[src/rtl/unidad_control.sv]
// Two-cycle FETCH/EXEC sequencer for unidad_procesadora: fetches from a combinational ROM,
// decodes into the datapath control word and constant, and branches on latched ALU flags.
module unidad_control #(
    parameter int PC_W   = 8,
    parameter int RST_PC = 0
) (
    input  logic            clk,
    input  logic            rst_n,
    input  logic            start,
    input  logic [15:0]     instr,
    input  logic [3:0]      flags,
    output logic [PC_W-1:0] pc,
    output logic [15:0]     control,
    output logic [3:0]      constant_out,
    output logic            busy,
    output logic            halted
);

    typedef enum logic [1:0] {
        S_IDLE  = 2'd0,
        S_FETCH = 2'd1,
        S_EXEC  = 2'd2,
        S_HALT  = 2'd3
    } state_t;

    localparam logic [3:0] OP_ALURR = 4'h1;
    localparam logic [3:0] OP_ALURI = 4'h2;
    localparam logic [3:0] OP_SHF   = 4'h3;
    localparam logic [3:0] OP_LOAD  = 4'h4;
    localparam logic [3:0] OP_OUT   = 4'h5;
    localparam logic [3:0] OP_JMP   = 4'h6;
    localparam logic [3:0] OP_BRF   = 4'h7;
    localparam logic [3:0] OP_HALT  = 4'hF;

    state_t          state_q, state_d;
    logic [PC_W-1:0] pc_q, pc_d;
    logic [15:0]     ir_q, ir_d;
    logic [3:0]      flags_q, flags_d;

    logic [3:0]      op;
    logic [1:0]      fd, fa, fb;
    logic [PC_W-1:0] pc_inc, target;

    assign op     = ir_q[15:12];
    assign fd     = ir_q[11:10];
    assign fa     = ir_q[9:8];
    assign fb     = ir_q[7:6];
    assign pc_inc = pc_q + PC_W'(1);
    assign target = PC_W'(ir_q[7:0]);

    // control layout: {A,B,dest,we,MB,alu[3:0],shf[1:0],MF,MD}
    always_comb begin
        state_d      = state_q;
        pc_d         = pc_q;
        ir_d         = ir_q;
        flags_d      = flags_q;
        control      = 16'h0000;
        constant_out = 4'h0;
        case (state_q)
            S_IDLE, S_HALT: begin
                if (start) begin
                    state_d = S_FETCH;
                    pc_d    = PC_W'(RST_PC);
                    flags_d = 4'h0;
                end
            end
            S_FETCH: begin
                ir_d    = instr;
                state_d = S_EXEC;
            end
            S_EXEC: begin
                state_d = S_FETCH;
                pc_d    = pc_inc;
                case (op)
                    OP_ALURR: begin
                        control = {fa, fb, fd, 1'b1, 1'b0, ir_q[5:2], 2'b00, 1'b0, 1'b0};
                        flags_d = flags;
                    end
                    OP_ALURI: begin
                        control      = {fa, 2'b00, fd, 1'b1, 1'b1, ir_q[3:0], 2'b00, 1'b0, 1'b0};
                        constant_out = ir_q[7:4];
                        flags_d      = flags;
                    end
                    OP_SHF:  control = {2'b00, fb, fd, 1'b1, 1'b0, 4'h0, ir_q[1:0], 1'b1, 1'b0};
                    OP_LOAD: control = {4'h0, fd, 1'b1, 1'b0, 4'h0, 2'b00, 1'b0, 1'b1};
                    OP_OUT:  control = {fa, fa, 2'b00, 1'b0, 1'b0, 4'b0001, 2'b00, 1'b0, 1'b0};
                    OP_JMP:  pc_d = target;
                    OP_BRF: begin
                        // cond index 0..3 selects C,Z,N,V from {V,N,Z,C}
                        if (flags_q[fd]) pc_d = target;
                    end
                    OP_HALT: begin
                        state_d = S_HALT;
                        pc_d    = pc_q;
                    end
                    default: ;
                endcase
            end
            default: ;
        endcase
    end

    // Async reset drops state to IDLE, which zeroes control in the same cycle.
    always_ff @(posedge clk or negedge rst_n) begin
        if (!rst_n) begin
            state_q <= S_IDLE;
            pc_q    <= PC_W'(RST_PC);
            ir_q    <= 16'h0000;
            flags_q <= 4'h0;
        end else begin
            state_q <= state_d;
            pc_q    <= pc_d;
            ir_q    <= ir_d;
            flags_q <= flags_d;
        end
    end

    assign pc     = pc_q;
    assign busy   = (state_q == S_FETCH) || (state_q == S_EXEC);
    assign halted = (state_q == S_HALT);

endmodule

[config.mk]
export PLATFORM = sky130hd
export DESIGN_NAME = unidad_control
export DESIGN_NICKNAME = d
export VERILOG_FILES = /design/src/rtl/unidad_control.sv
export SDC_FILE = /design/constraint.sdc
export NUM_CORES = 1
export LEC_CHECK = 0
export BUFFER_PORTS_ARGS = -buffer_cell sky130_fd_sc_hd__buf_4
export CORE_MARGIN = 4
export CORE_UTILIZATION = 30
export DETAILED_ROUTE_END_ITERATION = 12
export GPL_ROUTABILITY_DRIVEN = 0
export PLACE_DENSITY = 0.53
export RECOVER_POWER = 50
export SLEW_MARGIN = 20
export SYNTH_ARGS = -nofsm -noshare
export SYNTH_HDL_FRONTEND = slang
export SYNTH_SLANG_ARGS = --single-unit
[constraint.sdc]
create_clock -name clk -period 1.7 [get_ports clk]
set_clock_uncertainty 0.15 [all_clocks]
set_input_delay 0.085 -clock clk [delete_from_list [all_inputs] [get_ports clk]]
set_output_delay 0.085 -clock clk [all_outputs]
set_load 0.05 [all_outputs]
-- After elaboration in Yosys (flattened, before gate mapping)
Cells that the tools add are included.
- bits in latches: 0
- memories kept: 0
- flip-flop bits (word level): 30
- input port bits: 23
- bits in writable memories: 0
- bits in read-only memories: 0
- add/sub/neg operators: 1
- multipliers: 0
- shifts and indexed selects: 0
- divide/modulo/power cells: 0
- bitwise gates (word level): 0
- equal/unequal tests: 14
- $lt $le $gt $ge: 1
- reductions and logical operators: 7
- mux-type cells: 16
- operator list (operator ; number):
    16-bit case mux with 5 select lines ; 1
    8-bit case mux with 3 select lines ; 1
    4-bit by 3-bit equality test with 1-bit output (second input constant) ; 4
    16-bit 2-to-1 mux ; 1
    4-bit 2-to-1 mux ; 4
    8-bit 2-to-1 mux ; 2
    8-bit case mux with 2 select lines ; 1
    8-bit by 1-bit adder with 8-bit output (second input constant) ; 1
    4-bit by 2-bit equality test with 1-bit output (second input constant) ; 2
    4-bit case mux with 2 select lines ; 1
    2-bit != test (second input constant) ; 3
    2-bit case mux with 3 select lines ; 1
    3-bit AND reduction ; 2
    2-bit equality test (second input constant) ; 2
    4-bit by 1-bit equality test with 1-bit output (second input constant) ; 1
    4-bit equality test (second input constant) ; 1
    2-bit 2-to-1 mux ; 2
    2-bit OR reduction ; 2
    2-bit by 3-bit less-than comparator with 1-bit output (second input constant) ; 1
    1-bit binary-select mux with 2-bit select ; 1
    2-bit by 1-bit equality test with 1-bit output (second input constant) ; 1
    2-bit logical NOT ; 1
    2-bit nonzero test ; 1
    1-bit logical OR ; 1
    1-bit 2-to-1 mux ; 1

-- Depth between registers and ports, before layout
- depth after elaboration: 5
- mapped depth: 7

-- Worst setup path before layout
Ideal clock, no wire load.
- path type: register -> output
- start: reg state_q[0]
- end: out constant_out[0]
- setup slack: -0.844 ns
- stages on the path, launching flop included: 7
- data arrival time: 2.309 ns
- path through: dfrtp_1 inv_1 ha_1 nand2b_1 nand2b_1 nor2b_1 and2_1
- longest elaborated chain between the ends: 2
- ends and longest elaborated chain (what ; RTL line ; text):
    start: declaration ; 35 ; state_t state_q, state_d;
    start signal: assignment ; 111 ; state_q <= state_d;
    2-bit equality test ; 59 ; case (state_q)
    4-bit 2-to-1 mux ; 59 ;
    end: declaration ; 14 ; output logic [3:0] constant_out,
Every way passes these cells.

-- Final worst setup path
- start: reg ir_q[12]
- end: out control[5]
- longest elaborated chain between the ends: 3
- elaborated cells on any way between the ends: 7
- those cells by class: eq/ne: 5; mux: 2
- ends and longest elaborated chain (what ; RTL line ; text):
    start: declaration ; 37 ; logic [15:0] ir_q, ir_d;
    start signal: assignment ; 113 ; ir_q <= ir_d;
    4-bit by 3-bit equality test with 1-bit output, or another cell as far along ; 74 ; case (op)
    16-bit case mux with 5 select lines * ; 74 ;
    16-bit 2-to-1 mux * ; 59 ;
    end: declaration ; 13 ; output logic [15:0] control,
Every way passes the cells marked *; elsewhere a longest branch is shown, timed or not.

==> impl_metrics.toml <==
[status]
outcome = "finished, violations left"
violations = "negative setup slack"

[die]
io_pins = 53
rows = 27
initial_core_util_pct = 31.34
core_mm2 = 0.005574
die_h_um = 84.31
die-area_mm2 = 0.007107
die_width_um = 84.31

[yosys]
synth_common_cells = "30 x dfrtp_1, 19 x nor2_1, 16 x nand2_1"
yosysSeqAreaShare_pct = 42.98
synth_nets = 205
synth_ff_type = "dfrtp_1"
ys_warn_count = 0
synth.area.top_cells = "dfrtp_1 43%, mux2_2 9.7%, nor2_1 4.1%"
avgSynthCellArea_um2 = 9.813
ys_seq_elements = 30
syn_inst = 178
synthArstFlopShare_pct = 100.0
synth_top_cell_by_area = "dfrtp_1"
syn_area_mm2 = 0.001747
netlist-cell-type-count = 37
synth.top_cell.area_share_pct = 42.98
synth_enable_flop_cells = 0
yosysMostFrequentCell = "dfrtp_1"

[clocking]
clk_latency_ns = 0.28
cts_tree = "built"
clock_sinks = 30
cts_buffer_depth = 2
cts_buffers = 5
root_buffer = "clkbuf_8"
h-tree-depth = 2
path_clk_slew_ns = 0.07

[sta]
fin_setup_tns_ns = -1.661
finalMaxSlewViolations = 0
finalSetupViolations = 20
fmaxAchievable_ghz = 0.5470
post-route-period-util_pct = 107.5
rsz0062_at_grt = "true"
worst-slew-pin-transition_ns = 0.7775
slew_headroom_pct = 48.17
fin_crit_ns = 1.828
setup_slack_ns = -0.1281
finalHoldViolations = 0

[setup_path]
cp.required_ns = 1.46
crit_path_top_delay_cell = "dfrtp_1"
crit_path_end_kind = "output port"
crit_chain = "buf_6, and2b_2, buf_6, a22oi_2, nor2_2, buf_6"
r2r_cells = 6
critPathMaxStageDelay_ns = 0.40
crit_type = "reg -> out"
r2r_slack_ns = 0
path_max_fanout = 5
startpoint_type = "register"
arrival_ns = 1.59
path_common_cell = "buf_6"
r2r-end = "pc[7]"
timing.rr.start = "ir_q[11]"

[finish]
syn_to_final_growth_pct = 85.39
drive_above_1_share_pct = 59.31
diodes = 0
utilization_pct = 58.09
nNetsFinal = 316

[power]
power.leakage_nw = 1.385
ir_drop_v = 0.0008225
power-per-cell-area_mw_per_mm2 = 1726

[grt]
antenna_found_initial = 0
grt_max_degree = 31
grt_overflow = 0
grt_pass1_wl_um = 8321
grt_use_total_pct = 14.68
grt_pass1_vias = 1717

[route]
num_vias = 1729
route.detailed.drc = 0
routed_wl_um = 5205
antenna_left = 0
drt-pass1-iter-count = 4
vias_per_cell = 4.776
wl_per_cell_um = 14.38
drt_iter0_drc = 45

[hold_path]
worst_hold_path_type = "in -> async"

[placed_design]
dpl.hpwl_um = 3579
port_buffers = 52

[job]
max_cap_viol_count = 0
==> cell type report <==
class	count	area, um2
repair buffers	110	1061
inverters	7	27.53
multi-input cells	135	1212
fillers	495	2336
clock buffers	7	86.33
well taps	72	90.09
flip-flops and latches	30	755.7
clock inverters	1	5.005
==> metrics by stage <==
stage                     setup slack [ns]  instances  hold slack (ns)  area, um2  total power (W)
after floorplan                    -0.1858        178          -0.3606       1868         0.003173
after global placement             -0.1678        316         -0.09945       2472         0.004141
after detailed placement           -0.1992        316          -0.1043       2472         0.004162
after CTS                          -0.1396        356           0.1408       3047         0.005227
after global routing               -0.2096        362           0.3469       3238         0.005961
final                              -0.1281        362           0.2629       3238         0.005588
==> cell usage in the layout (no fill, tap or decap), types with 6 or more instances in the layout <==
cell,count
and2_4,10
buf_4,59
buf_6,11
buf_8,12
clkbuf_8,6
dfrtp_1,26
dlygate4sd3_1,22
mux2_2,15
nand2_1,15
nor2_1,8
nor2_2,6
o21ai_0,7
==> worst max-delay path by stage <==
stage | startpoint | to | slack, ns | depth (start not counted)
detailed placement | ir_q[11] | pc[4] | -0.20 | 5
global placement | ir_q[11] | pc[4] | -0.17 | 5
finish | ir_q[12] | control[5] | -0.13 | 6
global route | state_q[0] | constant_out[2] | -0.21 | 7
floorplan | ir_q[14] | control[0] | -0.19 | 2
CTS | state_q[0] | constant_out[0] | -0.14 | 7
==> critical path: cells and delay by family (launching register included) <==
kind	cells	cell delay [ns]
buffers and inverters	3	0.43
and+or+nand+nor	2	0.41
DFF	1	0.40
AOI/OAI and AO/OA	1	0.07
==> flip-flops by register name, indices dropped and copies added, names as in the netlist <==
name / cells
ir_q: 16
pc: 8
flags_q: 4
state_q: 2
==> timing repair <==
action,in CTS,in global routing
setup buffers,11,7
hold endpoints to repair,52,0
endpoints found under the setup margin,32,32
gates cloned,0,1
hold buffers,22,0
resized for setup,47,32
pin swaps,18,21
==> kinds of logic after synthesis <==
logic type	share of synthesized area [%]
AND/OR/NAND/NOR	20.70
AO/OA/AOI/OAI	14.04
flip-flops	42.98
multiplexers	15.40
buffers and inverters	3.509
adder cells (fa/ha/maj)	2.865
XOR/XNOR	0.5015
==> metal layers <==
layer  share of wire [%]  routed length [um]  vias up  global-route usage [%]
li1                    -                   -      853                       -
met1                  44                2296      826                   18.34
met2                  49                2552       44                   24.61
met3                 5.7                 298        6                   4.416
met4                 1.1                  58        0                   3.947
met5                   0                   0        -                       0
==> power by group <==
| part | switching (W) | internal [W] | total [W] |
|---|---|---|---|
| combinational | 0.00178 | 0.00183 | 0.00361 |
| clock | 0.000265 | 0.000326 | 0.000591 |
| sequential | 0.000380 | 0.00101 | 0.00139 |
Power figures use the tool's default switching activity.
